File: src/rtl/rr_mux_pkg.sv
// Shared definitions for the round-robin 4:1 mux arbiter.
// State encoding, requester count, select width and a one-hot helper.
package rr_mux_pkg;

    localparam int N_REQ = 4;
    localparam int SEL_W = 2;

    typedef enum logic {
        ST_IDLE    = 1'b0,
        ST_GRANTED = 1'b1
    } state_t;

    // Convert a requester index into its one-hot grant vector.
    function automatic logic [N_REQ-1:0] onehot4(input logic [SEL_W-1:0] idx);
        return 4'b0001 << idx;
    endfunction

endpackage

File: src/rtl/rr_mux_arbiter_pick4.sv
// Combinational round-robin picker: returns the first set request bit,
// searching from index 'start' upward with wrap-around modulo 4.
module rr_mux_arbiter_pick4
    import rr_mux_pkg::*;
(
    input  logic [N_REQ-1:0] req,
    input  logic [SEL_W-1:0] start,
    output logic             found,
    output logic [SEL_W-1:0] idx
);

    logic [2*N_REQ-1:0] dbl_s;
    logic [N_REQ-1:0]   rot_s;
    logic [SEL_W-1:0]   off_s;

    // Rotate requests so bit 0 is 'start', then take the lowest set bit.
    always_comb begin
        dbl_s = {req, req} >> start;
        rot_s = dbl_s[N_REQ-1:0];
        found = 1'b1;
        off_s = 2'd0;
        casez (rot_s)
            4'b???1: off_s = 2'd0;
            4'b??10: off_s = 2'd1;
            4'b?100: off_s = 2'd2;
            4'b1000: off_s = 2'd3;
            default: begin
                off_s = 2'd0;
                found = 1'b0;
            end
        endcase
        idx = start + off_s;
    end

endmodule

File: src/rtl/rr_mux_arbiter.sv
// Round-robin arbiter and sequencer for a shared 4:1 output mux with a
// valid/ready downstream handshake. Grant is held until the sink accepts.
// Optional burst lock input is enabled by defining RR_ARB_LOCK_EN.
module rr_mux_arbiter
    import rr_mux_pkg::*;
#(
    parameter int WIDTH = 8
) (
    input  logic                   clk,
    input  logic                   rst,
    input  logic [N_REQ-1:0]       req,
    input  logic [N_REQ*WIDTH-1:0] data_in,
    input  logic                   out_ready,
`ifdef RR_ARB_LOCK_EN
    input  logic                   lock,
`endif
    output logic [N_REQ-1:0]       grant,
    output logic [SEL_W-1:0]       sel,
    output logic                   out_valid,
    output logic [WIDTH-1:0]       out_data,
    output logic                   busy
);

    state_t           state_r;
    logic [SEL_W-1:0] last_r;

    logic [N_REQ-1:0] pick_req_s;
    logic [SEL_W-1:0] pick_start_s;
    logic             pick_found_s;
    logic [SEL_W-1:0] pick_idx_s;
    logic             xfer_s;
    logic             lock_hold_s;

    assign xfer_s = out_valid & out_ready;

`ifdef RR_ARB_LOCK_EN
    assign lock_hold_s = lock & req[sel];
`else
    assign lock_hold_s = 1'b0;
`endif

    // Picker inputs: fresh arbitration from IDLE, or re-arbitration on a
    // transfer that excludes the current winner and starts after it.
    always_comb begin
        if (state_r == ST_GRANTED) begin
            pick_req_s   = req & ~grant;
            pick_start_s = sel + 2'd1;
        end else begin
            pick_req_s   = req;
            pick_start_s = last_r + 2'd1;
        end
    end

    rr_mux_arbiter_pick4 u_pick (
        .req   (pick_req_s),
        .start (pick_start_s),
        .found (pick_found_s),
        .idx   (pick_idx_s)
    );

    // Arbitration state machine with registered grant/sel/valid/busy.
    always_ff @(posedge clk) begin
        if (rst) begin
            state_r   <= ST_IDLE;
            last_r    <= 2'd3;
            grant     <= 4'b0000;
            sel       <= 2'd0;
            out_valid <= 1'b0;
            busy      <= 1'b0;
        end else begin
            case (state_r)
                ST_IDLE: begin
                    if (pick_found_s) begin
                        state_r   <= ST_GRANTED;
                        grant     <= onehot4(pick_idx_s);
                        sel       <= pick_idx_s;
                        out_valid <= 1'b1;
                        busy      <= 1'b1;
                    end else begin
                        state_r   <= ST_IDLE;
                    end
                end
                ST_GRANTED: begin
                    if (xfer_s) begin
                        if (lock_hold_s) begin
                            // Burst: keep the same requester, last untouched.
                            state_r <= ST_GRANTED;
                        end else if (pick_found_s) begin
                            last_r  <= sel;
                            grant   <= onehot4(pick_idx_s);
                            sel     <= pick_idx_s;
                        end else begin
                            last_r    <= sel;
                            state_r   <= ST_IDLE;
                            grant     <= 4'b0000;
                            out_valid <= 1'b0;
                            busy      <= 1'b0;
                        end
                    end else if (!req[sel]) begin
                        // Withdrawal: drop the grant without moving priority.
                        state_r   <= ST_IDLE;
                        grant     <= 4'b0000;
                        out_valid <= 1'b0;
                        busy      <= 1'b0;
                    end else begin
                        state_r <= ST_GRANTED;
                    end
                end
                default: begin
                    state_r   <= ST_IDLE;
                    grant     <= 4'b0000;
                    out_valid <= 1'b0;
                    busy      <= 1'b0;
                end
            endcase
        end
    end

    // Output mux driven by the registered select off the live requester data.
    always_comb begin
        case (sel)
            2'd0:    out_data = data_in[0*WIDTH +: WIDTH];
            2'd1:    out_data = data_in[1*WIDTH +: WIDTH];
            2'd2:    out_data = data_in[2*WIDTH +: WIDTH];
            2'd3:    out_data = data_in[3*WIDTH +: WIDTH];
            default: out_data = data_in[0*WIDTH +: WIDTH];
        endcase
    end

endmodule

File: config.mk
export PLATFORM = sky130hd
export DESIGN_NAME = rr_mux_arbiter
export DESIGN_NICKNAME = d
export VERILOG_FILES = /design/src/rtl/rr_mux_pkg.sv /design/src/rtl/rr_mux_arbiter_pick4.sv /design/src/rtl/rr_mux_arbiter.sv
export SDC_FILE = /design/constraint.sdc
export NUM_CORES = 1
export LEC_CHECK = 0
export CORE_ASPECT_RATIO = 0.7
export CORE_UTILIZATION = 25
export CTS_BUF_LIST = sky130_fd_sc_hd__clkbuf_4
export CTS_CLUSTER_DIAMETER = 200
export DETAILED_ROUTE_END_ITERATION = 16
export MAX_ROUTING_LAYER = met4
export PLACE_DENSITY_LB_ADDON = 0.12
export RECOVER_POWER = 25
export SETUP_SLACK_MARGIN = 0.3
export SKIP_LAST_GASP = 1
export SYNTH_ARGS = -nofsm -noshare
export SYNTH_HDL_FRONTEND = slang
export SYNTH_SLANG_ARGS = --single-unit
File: constraint.sdc
create_clock -name clk -period 3.7 [get_ports clk]
set_clock_uncertainty 0.05 [all_clocks]
set_input_delay 0.555 -clock clk [delete_from_list [all_inputs] [get_ports clk]]
set_output_delay 0.555 -clock clk [all_outputs]
set_load 0.01 [all_outputs]
==> results of run 1 <==
==> synth_stat cells, drive strengths merged <==
| library cell | instances |
|---|---|
| nand2 | 13 |
| a22o | 2 |
| nor2 | 8 |
| o211ai | 1 |
| o21ai | 6 |
| clkbuf | 1 |
| nor4 | 2 |
| mux2i | 3 |
| buf | 4 |
| inv | 5 |
| ha | 1 |
| a22oi | 2 |
| xor2 | 2 |
| dfxtp | 10 |
| a21boi | 3 |
| o31a | 2 |
| a21oi | 8 |
| nand3 | 10 |
| nand2b | 3 |
| nor3 | 2 |
| mux2 | 2 |
| nor4b | 2 |
| a211oi | 3 |
| o32a | 1 |
| xnor2 | 1 |
| or2 | 1 |
| and4bb | 1 |
| a2bb2oi | 1 |
| mux4 | 9 |
| and3 | 1 |
| o2111ai | 1 |
| and2 | 1 |
==> worst max-delay path, delay by kind of cell (launching register included) <==
kind / cells / cell delay, ns
multiplexers: 1 / 0.51
flip-flops: 1 / 0.69
AND/OR/NAND/NOR: 3 / 0.57
XOR/XNOR: 1 / 0.28
adder cells (fa/ha/maj): 1 / 0.22
AO/OA/AOI/OAI: 3 / 0.47
==> layer usage <==
| layer | part of all wire [%] | wire, um | GRT usage [%] |
|---|---|---|---|
| met1 | 51 | 1560 | 22.0 |
| met2 | 43 | 1300 | 19.8 |
| met3 | 5.1 | 153 | 4.43 |
| met4 | 0.36 | 11 | 1.56 |
| met5 | 0 | 0 | - |
==> state kept, by name, summed over array words and instances (netlist names) <==
| signal | count |
|---|---|
| last_r | 2 |
| grant | 4 |
| busy | 1 |
| state_r | 1 |
| sel | 2 |
==> final timing paths <==
kind             start         to  slack [ns]  depth (start not counted)
max            state_r   grant[0]        0.86                          9
max reg2reg    state_r   grant[0]        0.86                          9
min          last_r[1]  last_r[1]        0.46                          2
min reg2reg  last_r[1]  last_r[1]        0.46                          2
==> layout make-up <==
type	instances	area (um2)	share of cell area, %
multi-input cells	92	787	47.5
repair buffers	56	556	33.5
flip-flops and latches	10	200	12.1
well taps	52	65.1	3.92
inverters	5	23.8	1.43
clock buffers	3	22.5	1.36
clock inverters	1	3.75	0.226
==> metrics by stage <==
step                util [%]  total power, W  std cells  setup WS, ns  hold slack, ns
floorplan                  -        0.000583        112          1.39           0.423
global placement        41.1        0.000836        215         0.737           0.434
detailed placement      41.1        0.000831        215         0.688           0.454
CTS                     41.8        0.000914        219         0.838           0.462
global route            41.8        0.000973        219         0.598           0.488
finish                  41.8        0.000902        219         0.863           0.457
==> where the power goes <==
| group | switching, W | internal, W | total (W) |
|---|---|---|---|
| clock network | 0.0000400 | 0.0000390 | 0.0000790 |
| logic | 0.000285 | 0.000355 | 0.000640 |
| registers | 0.0000428 | 0.000141 | 0.000183 |
| total | 0.000368 | 0.000534 | 0.000902 |
==> cell families (layout without fill, tap and decap cells) <==
group	count (synthesis)	count (layout)
simple gates	44	44
fa+ha+maj	1	1
compound gates	30	30
xor+xnor	3	3
flops	10	10
buf+inv	10	65
mux	14	14
==> qor.txt, run 1 <==
Post-Syn Nets - 152
Crit start category - flip-flop
IO buf count - 54
Initial DRC Count - 68
Routability Congestion - 0.866
Fillers - 400
Post-Syn Area - 0.00104 mm2
Library cells used by synthesis - 46
Post-cts resize count - 0
Initial antenna violation count - 0
Slowest CP cell - dfxtp_1
Compound-gate portion of the synthesized area - 22.4%
Register area share after synthesis - 19.2%
Clock Latency Late Sink - 0.27 ns
Post-Synthesis Cells - 112
Largest cells by area after synthesis - mux4_2 (19%), dfxtp_1 (19%), nand3_1 (4.8%), nand2_1 (4.3%), a21oi_1 (3.4%)
P_leak - 0.614 nW
Commonest non-fill, non-tap cell in the layout - clkdlybuf4s50_1
Largest stage delay, worst path - 0.69 ns
Syn Area/Cell - 9.32 um2
Setup Total Neg Slack - 0 ns
Clock buffer depth - 2
Floorplan core area - 0.00397 mm2
Crit Path Category - reg2reg
Area growth syn-to-layout - 58.9%
Final nets - 208
Fraction of layout cells with a size suffix above 1 - 21.6%
Final setup vio count - 0
Via count - 1094
Num CTS Buffers - 3
DRC - 0
Clk pin slew, worst setup/hold paths - 0.08 ns
HP Class - reg2reg
Vias per cell - 5.00
Post-CTS setup buffer count - 0
Clock Tree Root - clkbuf_4
# clock sinks - 10
Leading area contributor after synthesis - mux4_2
Setup crit end kind - flip-flop
DP Wirelength - 2.47 mm
DP Area - 0.00163 mm2
Worst EP required - 3.87 ns
Post-DRT Antenna Nets - 0
Combinational family with the most area after synthesis - multiplexers
Largest net degree at the start of global routing - 15
Synth Area in Adders - 1.20%
VDD IR max - 0.000145 V
Starting density of the core - 26.3%
Die X - 79.2 um
Core Rows - 19
Crit-path cells - mux2i_2 -> nor2_2 -> a211oi_1 -> a21oi_1 -> ha_1 -> xnor2_2 -> nor4b_1 -> o21ai_1 -> nand3_1
Worst-Margin Slew - 0.583 ns
Post-route cell area - 0.00166 mm2
Hold Vio Cnt, Final - 0
Routed WL - 3.02 mm
Synth top area share - 19.4%
DR pass1 iterations - 4
Number of global-route vias before repair - 1022
Crit path time final - 2.84 ns
RSZ-0062 raised after global routing - false
First-pass GRT wire length - 4.97 mm
Synth Area in XOR/XNOR - 3.24%
CTS tree - yes
Die area - 0.00444 mm2
GR Util All Layers - 14.7%
Max Cap Violations - 0
Yosys warning count - 0
Antenna diodes - 0
Commonest non-fill, non-tap cells in the layout - clkdlybuf4s50_1 (50), nand2_1 (12), nand3_1 (10), dfxtp_1 (10), mux4_2 (9)
Relative slew margins - 61.1%
Fmax - 352 MHz
GRT overflow - 0
Per-cell routed wire length - 13.8 um
CP Data Arrival Time - 3.01 ns
Slew Viols, Final - 0
Die Ht - 56.1 um
Simple-Gate Fraction of Synth Area - 23.4%
Post-CTS Hold Fix Bufs - 0
Outcome - finished, final reports clean
Crit-path max FO - 14
Final period util - 76.7%
# IOs - 55
PwrDens - 544 mW/mm2
Mux cell area share after synthesis - 25.2%
H-Tree Depth - 1
Seq cells post-synth - 10
Note: power is estimated with default switching activity, not from simulation.
==> run 2, diff against run 1 <==
clock period = 2.6 ns   (was 3.7 ns; I/O delays follow)
==> run 2 against run 1 <==
Net effect: cell count rose by 9.1%; routed wire length up 14%; power rose by 73%; core utilization is 7.8 points higher; clock power grew 37%; first-iteration DRC count fell by 21%; non-clock buffer count increased by 20; via count grew 9.1%; combinational power is 83% higher; setup slack got worse by 0.52 ns; largest power group unchanged.
==> qor.txt, run 2 (synthesized netlist as in run 1, its figures left out) <==
Outcome - finished, final reports clean
Largest stage delay, worst path - 0.51 ns
DP Wirelength - 2.73 mm
Reg power frac - 18.1%
Crit-path max FO - 13
Share of power burned in the clock network - 6.9%
P_leak - 0.771 nW
GR Util All Layers - 16.6%
DRC - 0
Worst EP required - 2.16 ns
Switching Fraction - 40.4%
Crit path time final - 2.26 ns
Biggest register - grant
Core Rows - 19
Fillers - 365
Buffers and inverters on the worst path - 2
CP Data Arrival Time - 1.82 ns
Slew Viols, Final - 0
Fraction of layout cells with a size suffix above 1 - 38.0%
Per-cell routed wire length - 14.4 um
Floorplan core area - 0.00397 mm2
Max reg flops - 4
Final period util - 87.0%
Max Cap Violations - 0
Final nets - 228
Sw power - 0.000632 W
RSZ-0062 raised after global routing - true
Relative slew margins - 64.0%
Commonest non-fill, non-tap cells in the layout - clkdlybuf4s50_1 (43), buf_4 (18), nand2_1 (12)
PwrDens - 795 mW/mm2
Clock buffer depth - 2
Crit-path cells - buf_8 -> mux4_2 -> clkdlybuf4s50_1
Largest net degree at the start of global routing - 14
Clock Tree Root - clkbuf_4
Crit Path Category - reg2out
HP Class - reg2reg
Commonest non-fill, non-tap cell in the layout - clkdlybuf4s50_1
Clock Latency Late Sink - 0.26 ns
Vias per cell - 5.00
Final WS setup - 0.339 ns
Worst-Margin Slew - 0.539 ns
H-Tree Depth - 1
First-pass GRT wire length - 5.58 mm
Area growth syn-to-layout - 88.6%
Crit start category - flip-flop
Largest regs - grant: 4 flops, last_r: 2 flops, sel: 2 flops
Setup crit end kind - output pin
Slowest CP cell - mux4_2
Routed WL - 3.43 mm
VDD IR max - 0.000264 V
Post-CTS Hold Fix Bufs - 0
Setup Total Neg Slack - 0 ns
Die Ht - 56.1 um
Routability Congestion - 0.794
Hold Vio Cnt, Final - 0
Setup WS pre-CTS - -0.137 ns
CTS tree - yes
DR pass1 iterations - 4
Post-DRT Antenna Nets - 0
Final setup vio count - 0
# clock sinks - 10
Num CTS Buffers - 3
Die X - 79.2 um
# IOs - 55
Clk pin slew, worst setup/hold paths - 0.07 ns
Number of global-route vias before repair - 1178
Antenna diodes - 0
Fmax - 442 MHz
Initial antenna violation count - 0
Die area - 0.00444 mm2
Power Internal - 0.000932 W
Combinational Power Share - 75.0%
Via count - 1194
Starting density of the core - 26.3%
GRT overflow - 0
Crit-path leading delay family - buffers and inverters
IO buf count - 54
Initial DRC Count - 54
run 2: layer usage:
layer / vias up / wire [um] / GRT usage (%)
met5: - / 0 / -
met4: 0 / 0 / 1.30
met3: 0 / 158 / 4.10
met2: 32 / 1650 / 25.0
met1: 582 / 1620 / 23.5
li1: 580 / - / -
run 2: worst register-to-register path: stages, from the launching register on:
cell and delay [ns]:
dfxtp_2 0.37, xor2_2 0.20, mux2i_4 0.13, o21ai_1 0.13, a21oi_1 0.09, a211oi_2 0.27, a21oi_4 0.06, ha_4 0.18
xnor2_4 0.24, nor4b_4 0.26, nand3_1 0.10, nand3_1 0.08
run 2: through the flow:
stage          hold WS [ns]  cell area (um2)  util, %  instances  total power [W]
6_report              0.480             1970     49.6        239          0.00156
5_1_grt               0.517             1970     49.6        239          0.00167
4_1_cts               0.475             1890     47.5        235          0.00150
3_5_place_dp          0.464             1770     44.5        231          0.00127
3_3_place_gp          0.434             1770     44.5        231          0.00126
2_1_floorplan         0.423             1060        -        112         0.000846
run 2: final cells by class:
cell class / count / area [um2] / area share [%]
clock inverter: 1 / 3.75 / 0.191
sequential: 10 / 209 / 10.6
timing repair buffer: 76 / 729 / 37.1
clock buffer: 3 / 22.5 / 1.14
inverter: 5 / 23.8 / 1.21
tap: 52 / 65.1 / 3.31
multi-input combinational: 92 / 915 / 46.5
run 2: timing repair:
action	in CTS	in global routing
setup buffers	0	4
resized for setup	21	14
endpoints found under the setup margin	13	13
hold endpoints to repair	0	0
pin swaps	6	9
run 2: power by group through the flow:
stage / sequential [W] / combinational (W) / clock, W
2_1_floorplan: 0.000272 / 0.000574 / 0
3_3_place_gp: 0.000266 / 0.000990 / 0
3_5_place_dp: 0.000268 / 0.00100 / 0
4_1_cts: 0.000281 / 0.00110 / 0.000116
5_1_grt: 0.000289 / 0.00126 / 0.000123
6_report: 0.000283 / 0.00117 / 0.000108
run 2: worst paths after layout:
check        startpoint           to  slack (ns)  cells after the start
max              sel[0]  out_data[2]        0.34                      3
min           last_r[0]    last_r[0]        0.48                      2
max reg2reg      sel[0]     grant[2]        0.39                     11
min reg2reg   last_r[0]    last_r[0]        0.48                      2
==> run 3, diff against run 2 <==
ABC_CLOCK_PERIOD_IN_PS = 2600   (was default)
==> results of run 3 <==
Same layout as run 2: the final DEF is identical, and so are final timing and power.
